[config.mk]
export PLATFORM = sky130hd
export DESIGN_NAME = mbx_bridge
export DESIGN_NICKNAME = d
export VERILOG_FILES = /design/src/rtl/mbx_pkg.sv /design/src/rtl/mbx_fifo.sv /design/src/rtl/mbx_bridge.sv
export SDC_FILE = /design/constraint.sdc
export NUM_CORES = 2
export LEC_CHECK = 0
export ABC_AREA = 1
export BUFFER_PORTS_ARGS = -buffer_cell sky130_fd_sc_hd__buf_4
export CORE_MARGIN = 2
export CORE_UTILIZATION = 26
export DETAILED_ROUTE_END_ITERATION = 8
export GPL_ROUTABILITY_DRIVEN = 0
export HOLD_SLACK_MARGIN = 0.12
export PLACE_DENSITY = 0.46
export SETUP_SLACK_MARGIN = 0.2
export SLEW_MARGIN = 15
export SYNTH_ARGS = -nofsm -noshare
export SYNTH_HDL_FRONTEND = slang
export SYNTH_SLANG_ARGS = --single-unit
[constraint.sdc]
create_clock -name clk_clk -period 5.1 [get_ports clk_clk]
set_input_delay 0.255 -clock clk_clk [delete_from_list [all_inputs] [get_ports clk_clk]]
set_output_delay 0.255 -clock clk_clk [all_outputs]
set_load 0.03 [all_outputs]
[src/rtl/mbx_pkg.sv]
`default_nettype none
// +----------------------------------------------------------------------------+
// | mbx_pkg                                                                    |
// | Shared defaults, error bit indices and width helpers for the mailbox.      |
// | Rev 1.0                                                                    |
// +----------------------------------------------------------------------------+
package mbx_pkg;

  localparam int DATA_W_DEF = 32;
  localparam int DEPTH_DEF  = 16;
  localparam int NUM_CH_DEF = 4;

  // Bit positions inside each channel's {ovf,unf} error pair
  localparam int ERR_UNF = 0;
  localparam int ERR_OVF = 1;

  function automatic int ptr_w(input int depth);
    return $clog2(depth) + 1;
  endfunction

  function automatic int cnt_w(input int depth);
    return $clog2(depth + 1);
  endfunction

  function automatic int ch_w(input int num_ch);
    return (num_ch > 1) ? $clog2(num_ch) : 1;
  endfunction

endpackage
`default_nettype wire

[src/rtl/mbx_fifo.sv]
`default_nettype none
// +----------------------------------------------------------------------------+
// | mbx_fifo                                                                   |
// | Single-clock FIFO with registered read data, flush and error pulses.       |
// | Rev 1.0                                                                    |
// +----------------------------------------------------------------------------+
module mbx_fifo
  import mbx_pkg::*;
#(
  parameter int DATA_W = DATA_W_DEF,
  parameter int DEPTH  = DEPTH_DEF,
  localparam int PTR_W = ptr_w(DEPTH),
  localparam int CNT_W = cnt_w(DEPTH)
) (
  input  logic              clk,
  input  logic              rst_n,
  input  logic              i_push,
  input  logic              i_pop,
  input  logic              i_flush,
  input  logic [DATA_W-1:0] i_wdata,
  output logic [DATA_W-1:0] o_rdata,
  output logic              o_rvalid,
  output logic              o_pop_ok,
  output logic              o_ovf,
  output logic              o_unf,
  output logic              o_full,
  output logic              o_empty,
  output logic [CNT_W-1:0]  o_count
);

  localparam int AW = PTR_W - 1;

  logic [DATA_W-1:0] r_mem [DEPTH];
  logic [PTR_W-1:0]  r_wptr;
  logic [PTR_W-1:0]  r_rptr;
  logic [DATA_W-1:0] r_rdata;
  logic              r_rvalid;
  logic              w_full;
  logic              w_empty;
  logic              w_pop;
  logic              w_push;

  assign w_full  = (r_wptr[AW] != r_rptr[AW]) && (r_wptr[AW-1:0] == r_rptr[AW-1:0]);
  assign w_empty = (r_wptr == r_rptr);

  // Flush overrides both sides; a pop frees the slot a full-FIFO push needs
  assign w_pop  = i_pop & ~w_empty & ~i_flush;
  assign w_push = i_push & (~w_full | w_pop) & ~i_flush;

  assign o_ovf    = i_push & w_full & ~w_pop & ~i_flush;
  assign o_unf    = i_pop & w_empty & ~i_flush;
  assign o_pop_ok = w_pop;
  assign o_full   = w_full;
  assign o_empty  = w_empty;
  assign o_count  = CNT_W'(r_wptr - r_rptr);
  assign o_rdata  = r_rdata;
  assign o_rvalid = r_rvalid;

  always_ff @(posedge clk) begin
    if (w_push) r_mem[r_wptr[AW-1:0]] <= i_wdata;
  end

  always_ff @(posedge clk or negedge rst_n) begin
    if (!rst_n) begin
      r_wptr   <= '0;
      r_rptr   <= '0;
      r_rdata  <= '0;
      r_rvalid <= 1'b0;
    end else begin
      r_rvalid <= w_pop;
      if (i_flush) begin
        r_wptr <= '0;
        r_rptr <= '0;
      end else begin
        if (w_push) r_wptr <= r_wptr + PTR_W'(1);
        if (w_pop) begin
          r_rptr  <= r_rptr + PTR_W'(1);
          r_rdata <= r_mem[r_rptr[AW-1:0]];
        end
      end
    end
  end

endmodule
`default_nettype wire

[src/rtl/mbx_bridge.sv]
`default_nettype none
// +----------------------------------------------------------------------------+
// | mbx_bridge                                                                 |
// | Multi-channel bidirectional HPS<->NIOS mailbox with sticky errors.         |
// | Optional interrupts enabled by defining MBX_IRQ_EN.                        |
// | Rev 1.0                                                                    |
// +----------------------------------------------------------------------------+
module mbx_bridge
  import mbx_pkg::*;
#(
  parameter int DATA_W = DATA_W_DEF,
  parameter int DEPTH  = DEPTH_DEF,
  parameter int NUM_CH = NUM_CH_DEF,
  localparam int CH_W  = ch_w(NUM_CH)
) (
  input  logic                clk_clk,
  input  logic                reset_reset_n,
`ifdef MBX_IRQ_EN
  input  logic [NUM_CH-1:0]   arm_irq_mask,
  input  logic [NUM_CH-1:0]   nios_irq_mask,
  output logic                arm_irq,
  output logic                nios_irq,
`endif
  input  logic [CH_W-1:0]     arm_sel,
  input  logic                arm_wr,
  input  logic [DATA_W-1:0]   arm_wdata,
  input  logic                arm_rd,
  output logic [DATA_W-1:0]   arm_rdata,
  output logic                arm_rvalid,
  input  logic                arm_clr,
  output logic [NUM_CH-1:0]   arm_not_empty,
  output logic [NUM_CH-1:0]   arm_full,
  output logic [2*NUM_CH-1:0] arm_err,
  input  logic [CH_W-1:0]     nios_sel,
  input  logic                nios_wr,
  input  logic [DATA_W-1:0]   nios_wdata,
  input  logic                nios_rd,
  output logic [DATA_W-1:0]   nios_rdata,
  output logic                nios_rvalid,
  input  logic                nios_clr,
  output logic [NUM_CH-1:0]   nios_not_empty,
  output logic [NUM_CH-1:0]   nios_full,
  output logic [2*NUM_CH-1:0] nios_err
);

  localparam int CNT_W = cnt_w(DEPTH);

  logic [NUM_CH-1:0] w_a2n_pop_ok;
  logic [NUM_CH-1:0] w_n2a_pop_ok;
  logic [NUM_CH-1:0] w_a2n_rvalid;
  logic [NUM_CH-1:0] w_n2a_rvalid;
  logic [DATA_W-1:0] w_a2n_rdata [NUM_CH];
  logic [DATA_W-1:0] w_n2a_rdata [NUM_CH];
  logic [CH_W-1:0]   r_arm_rsel;
  logic [CH_W-1:0]   r_nios_rsel;

  for (genvar i = 0; i < NUM_CH; i++) begin : g_ch
    logic             w_arm_hit;
    logic             w_nios_hit;
    logic             w_a2n_ovf;
    logic             w_a2n_unf;
    logic             w_n2a_ovf;
    logic             w_n2a_unf;
    logic             w_a2n_empty;
    logic             w_n2a_empty;
    logic [CNT_W-1:0] w_a2n_cnt_unused;
    logic [CNT_W-1:0] w_n2a_cnt_unused;
    logic [1:0]       r_arm_err;
    logic [1:0]       r_nios_err;

    // Out-of-range selects match no channel and are silently ignored
    assign w_arm_hit  = (arm_sel == CH_W'(i));
    assign w_nios_hit = (nios_sel == CH_W'(i));

    mbx_fifo #(.DATA_W(DATA_W), .DEPTH(DEPTH)) u_a2n (
      .clk      (clk_clk),
      .rst_n    (reset_reset_n),
      .i_push   (arm_wr & w_arm_hit),
      .i_pop    (nios_rd & w_nios_hit),
      .i_flush  (nios_clr & w_nios_hit),
      .i_wdata  (arm_wdata),
      .o_rdata  (w_a2n_rdata[i]),
      .o_rvalid (w_a2n_rvalid[i]),
      .o_pop_ok (w_a2n_pop_ok[i]),
      .o_ovf    (w_a2n_ovf),
      .o_unf    (w_a2n_unf),
      .o_full   (arm_full[i]),
      .o_empty  (w_a2n_empty),
      .o_count  (w_a2n_cnt_unused)
    );

    mbx_fifo #(.DATA_W(DATA_W), .DEPTH(DEPTH)) u_n2a (
      .clk      (clk_clk),
      .rst_n    (reset_reset_n),
      .i_push   (nios_wr & w_nios_hit),
      .i_pop    (arm_rd & w_arm_hit),
      .i_flush  (arm_clr & w_arm_hit),
      .i_wdata  (nios_wdata),
      .o_rdata  (w_n2a_rdata[i]),
      .o_rvalid (w_n2a_rvalid[i]),
      .o_pop_ok (w_n2a_pop_ok[i]),
      .o_ovf    (w_n2a_ovf),
      .o_unf    (w_n2a_unf),
      .o_full   (nios_full[i]),
      .o_empty  (w_n2a_empty),
      .o_count  (w_n2a_cnt_unused)
    );

    assign arm_not_empty[i]  = ~w_n2a_empty;
    assign nios_not_empty[i] = ~w_a2n_empty;

    // Each side owns ovf of the FIFO it writes and unf of the FIFO it reads
    always_ff @(posedge clk_clk or negedge reset_reset_n) begin
      if (!reset_reset_n) begin
        r_arm_err <= '0;
      end else if (arm_clr && w_arm_hit) begin
        r_arm_err <= '0;
      end else begin
        if (w_a2n_ovf) r_arm_err[ERR_OVF] <= 1'b1;
        if (w_n2a_unf) r_arm_err[ERR_UNF] <= 1'b1;
      end
    end

    always_ff @(posedge clk_clk or negedge reset_reset_n) begin
      if (!reset_reset_n) begin
        r_nios_err <= '0;
      end else if (nios_clr && w_nios_hit) begin
        r_nios_err <= '0;
      end else begin
        if (w_n2a_ovf) r_nios_err[ERR_OVF] <= 1'b1;
        if (w_a2n_unf) r_nios_err[ERR_UNF] <= 1'b1;
      end
    end

    assign arm_err[2*i +: 2]  = r_arm_err;
    assign nios_err[2*i +: 2] = r_nios_err;
  end

  // Remember the channel of the last successful pop so rdata holds across sel changes
  always_ff @(posedge clk_clk or negedge reset_reset_n) begin
    if (!reset_reset_n) begin
      r_arm_rsel  <= '0;
      r_nios_rsel <= '0;
    end else begin
      if (|w_n2a_pop_ok) r_arm_rsel <= arm_sel;
      if (|w_a2n_pop_ok) r_nios_rsel <= nios_sel;
    end
  end

  assign arm_rdata   = w_n2a_rdata[r_arm_rsel];
  assign arm_rvalid  = |w_n2a_rvalid;
  assign nios_rdata  = w_a2n_rdata[r_nios_rsel];
  assign nios_rvalid = |w_a2n_rvalid;

`ifdef MBX_IRQ_EN
  logic r_arm_irq;
  logic r_nios_irq;

  always_ff @(posedge clk_clk or negedge reset_reset_n) begin
    if (!reset_reset_n) begin
      r_arm_irq  <= 1'b0;
      r_nios_irq <= 1'b0;
    end else begin
      r_arm_irq  <= |(arm_not_empty & ~arm_irq_mask);
      r_nios_irq <= |(nios_not_empty & ~nios_irq_mask);
    end
  end

  assign arm_irq  = r_arm_irq;
  assign nios_irq = r_nios_irq;
`endif

endmodule
`default_nettype wire
==> run metrics <==
synthesized cell area 178000 µm²; max_slew headroom -14.3%; Setup Fix Bufs, Post-CTS 0; clock latency on the worst-skew pair 1.05 ns; Crit Path Category reg -> out; register area 132000 µm²; starting DRC count in detailed routing 11.2k; Sink Count roughly 4.5k; fill cell count 69.3k; Min Clock Period, post-route 4.30 ns; Routed Wire Length 567000 µm; busiest grt layer met2; worst r2r src g_ch[3].u_a2n.r_rptr[0]$_DFFE_PN0P_; met1 GRT Util 22.3%; flops & latches, synth about 4.5k; initial antenna violation count 44; CP max stage cell a21oi_1; largest net degree at the start of global routing around 230; Worst Skew 0.0660 ns; delay of the slowest critical-path stage 1.04 ns; H-tree Lvls 5; yosys warns 0; worst hold start arm_wdata[5]; Worst Hold Path Cells 2; Final Max Tran Viols ~160; Critical Path Fanout Max 46; commonest non-fill, non-tap cell in the layout edfxtp_1; Ports 174; worst vdd ir 0.000590 V; Post-CTS Resized 0; CTS max path bufs 4; area of the multi-input gates 42000 µm²; Final Hold Vio Count 0; Worst Hold Class in -> reg; vias in the first global route around 110k; via count 115k; CP startpoint r_arm_rsel[0]$_DFFE_PN0P_; R2R Setup Slk 1.32 ns; Hold EP g_ch[1].u_a2n.r_mem[8][5]$_DFFE_PP_; Post-Synthesis Net Count 14.6k; CP Launch Type flip-flop; Routed Antenna Nets 0; setup TNS 0 ns; area delta synth->final 14.9%; syn avg cell area 12.3 µm²; via/cell ratio 4.78; sequential cell area fraction in the yosys report 74.2%; Max Fclk around 230 MHz; drt drc 0; DR WL/cell around 24 µm; pwr/cell area ~460 nW/µm²; Cell Chain, Critical Path buf_4 > inv_2 > o21ai_0 > a21oi_1 > a21oi_1 > buf_4; CTS Buf Count 446; gr usage total 15.7%; Max Cap Viol 0; Root Buffer clkbuf_16; met3 usage 2.80%; Pleak approximately 0.067 µW; Arr. time, crit path 4.05 ns; remaining global-route overflow 0; WP data required 4.85 ns; Distinct cells, synth 38; share of layout cells above drive strength 1 between 8 and 9%; clock-pin slew on the worst setup and hold paths 0.06 ns; actual slew at the worst max-slew pin 1.71 ns; commonest non-fill, non-tap cells in the layout edfxtp_1 (4096), nor2_1 (3026), o21ai_0 (2075); HPWL after detailed placement 307000 µm; Buffers on Ports around 170; failing checks slew limit; status finished with violations; core box area around 680000 µm²; full die area about 700000 µm²; Post-Syn Instances 14.4k; Critical R2R Capture g_ch[3].u_a2n.r_mem[11][8]$_DFFE_PP_; met2 Usage GRT 25.0%; Final Cycle Share 84.3%; count of final setup violators 0; first-pass GRT wire length 809000 µm; initial core utilization 26.0%; Row Count 304; first drt pass iteration count 6; CTS tree yes; Post-layout nets 14.6k; Reg2Reg Depth 9; die width 832 µm; Crit. End Element output pin; hold slack final roughly 0.24 ns; Die H ~830 µm; unrepaired setup endpoints after global routing no
==> per-layer routing <==
metal	up-vias	routed length, µm	share of wire, %
li1	52100	-	-
met1	58600	256000	45
met2	3198	260000	46
met3	639	37800	6.7
met4	0	13900	2.5
met5	-	0	0
==> Yosys cell counts <==
cell type  number  area (µm²)
a21oi_1        74         370
a22oi_1        26         195
a31oi_1         3        18.8
and2_1          3        18.8
buf_1          67         251
buf_2         240        1200
buf_4         125         938
buf_6          21         236
clkbuf_1      470        1760
clkinv_1        3        11.3
dfrtp_1       364        9110
edfxtp_1     4096      123000
ha_1           40         500
inv_1         125         469
inv_2          39         146
inv_4           2        12.5
nand2_1      1578        5920
nand2_2         3        18.8
nand2_4         6        67.6
nand3_1       565        2830
nand3_2        15         150
nand3_4         8         140
nand4_1        44         275
nor2_1       3167       11900
nor2_2          9        56.3
nor2_4          2        22.5
nor3_1         18        90.1
o2111ai_1       1        8.76
o211ai_1      512        3840
o21ai_0      2076       10400
o21ai_1       421        2110
o21bai_1        2        15.0
o22ai_1       266        1660
o31ai_1         4        30.0
or2_1           2        12.5
or4_1           2        15.0
xnor2_1        15         131
xor2_1         27         236
==> final cells by class <==
type | count | share of cell area [%]
Clock buffer | 630 | 6.00
Tap cell | 9027 | 5.52
Clock inverter | 197 | 0.826
Antenna cell | 26 | 0.0318
Sequential cell | 4460 | 64.6
Multi-Input combinational cell | 8889 | 20.5
Timing Repair Buffer | 534 | 2.18
Inverter | 169 | 0.339
==> state kept, by name, indices dropped and copies added (netlist names) <==
signal,cells
g_ch.u_a2n.r_mem,2048
g_ch.u_n2a.r_mem,2048
g_ch.u_a2n.o_rdata,128
g_ch.u_n2a.o_rdata,128
g_ch.u_a2n.r_rptr,20
g_ch.u_a2n.r_wptr,20
g_ch.u_n2a.r_rptr,20
g_ch.u_n2a.r_wptr,20
g_ch.r_arm_err,8
g_ch.r_nios_err,8
g_ch.u_a2n.o_rvalid,4
g_ch.u_n2a.o_rvalid,4
r_arm_rsel,2
r_nios_rsel,2
==> worst max-delay path by stage <==
stage                                                 to  slack [ns]  cells after the start
floorplan           g_ch[2].u_a2n.r_mem[10][0]$_DFFE_PP_        1.77                     11
global placement    g_ch[0].u_n2a.r_mem[12][2]$_DFFE_PP_        1.19                      7
detailed placement  g_ch[3].u_n2a.r_mem[5][18]$_DFFE_PP_        1.26                      9
CTS                                        nios_rdata[4]         1.0                      5
global route                                arm_rdata[6]        0.71                      6
finish                                      arm_rdata[6]        0.80                      6
==> worst max-delay path, delay by kind of cell (launching register included) <==
family                 cells  cell delay [ns]
buffers and inverters      3             1.11
AO/OA/AOI/OAI              3             1.50
flip-flops                 1             0.35
==> cell families (layout without fill, tap and decap cells) <==
| kind of cell | count (synthesis) | in the layout | synth area share, % |
|---|---|---|---|
| AOI/OAI and AO/OA | 3385 | 3385 | 10.5 |
| xor gates and xnor gates | 42 | 42 | 0.206 |
| adders and majority gates | 40 | 40 | 0.281 |
| buffers and inverters | 1092 | 1530 | 2.82 |
| DFF | 4460 | 4460 | 74.2 |
| other | 0 | 26 | 0 |
| and+or+nand+nor | 5422 | 5422 | 12.1 |
==> through the flow <==
stage	worst slack, ns	utilization (%)	std cells	area, µm²	total power [µW]
5_1_grt	0.706	29.9	23900	205000	98900
2_1_floorplan	1.77	-	14400	178000	54500
3_5_place_dp	1.26	27.7	23000	190000	63600
3_3_place_gp	1.19	27.7	23000	190000	63700
6_report	0.799	29.9	23900	205000	95100
4_1_cts	0.999	29.9	23900	205000	95700
==> power by group <==
group / internal, µW / total [µW] / leakage (µW) / switching (µW)
Combinational: 5020 / 20100 / 0.0191 / 15100
Sequential: 41300 / 42900 / 0.0414 / 1600
Clock: 17700 / 32100 / 0.00682 / 14400
==> timing repair <==
action	CTS	global route
hold buffers	83	0
hold endpoints to repair	4499	0
endpoints found under the setup margin	0	0
(Power assumes the default switching activity.)
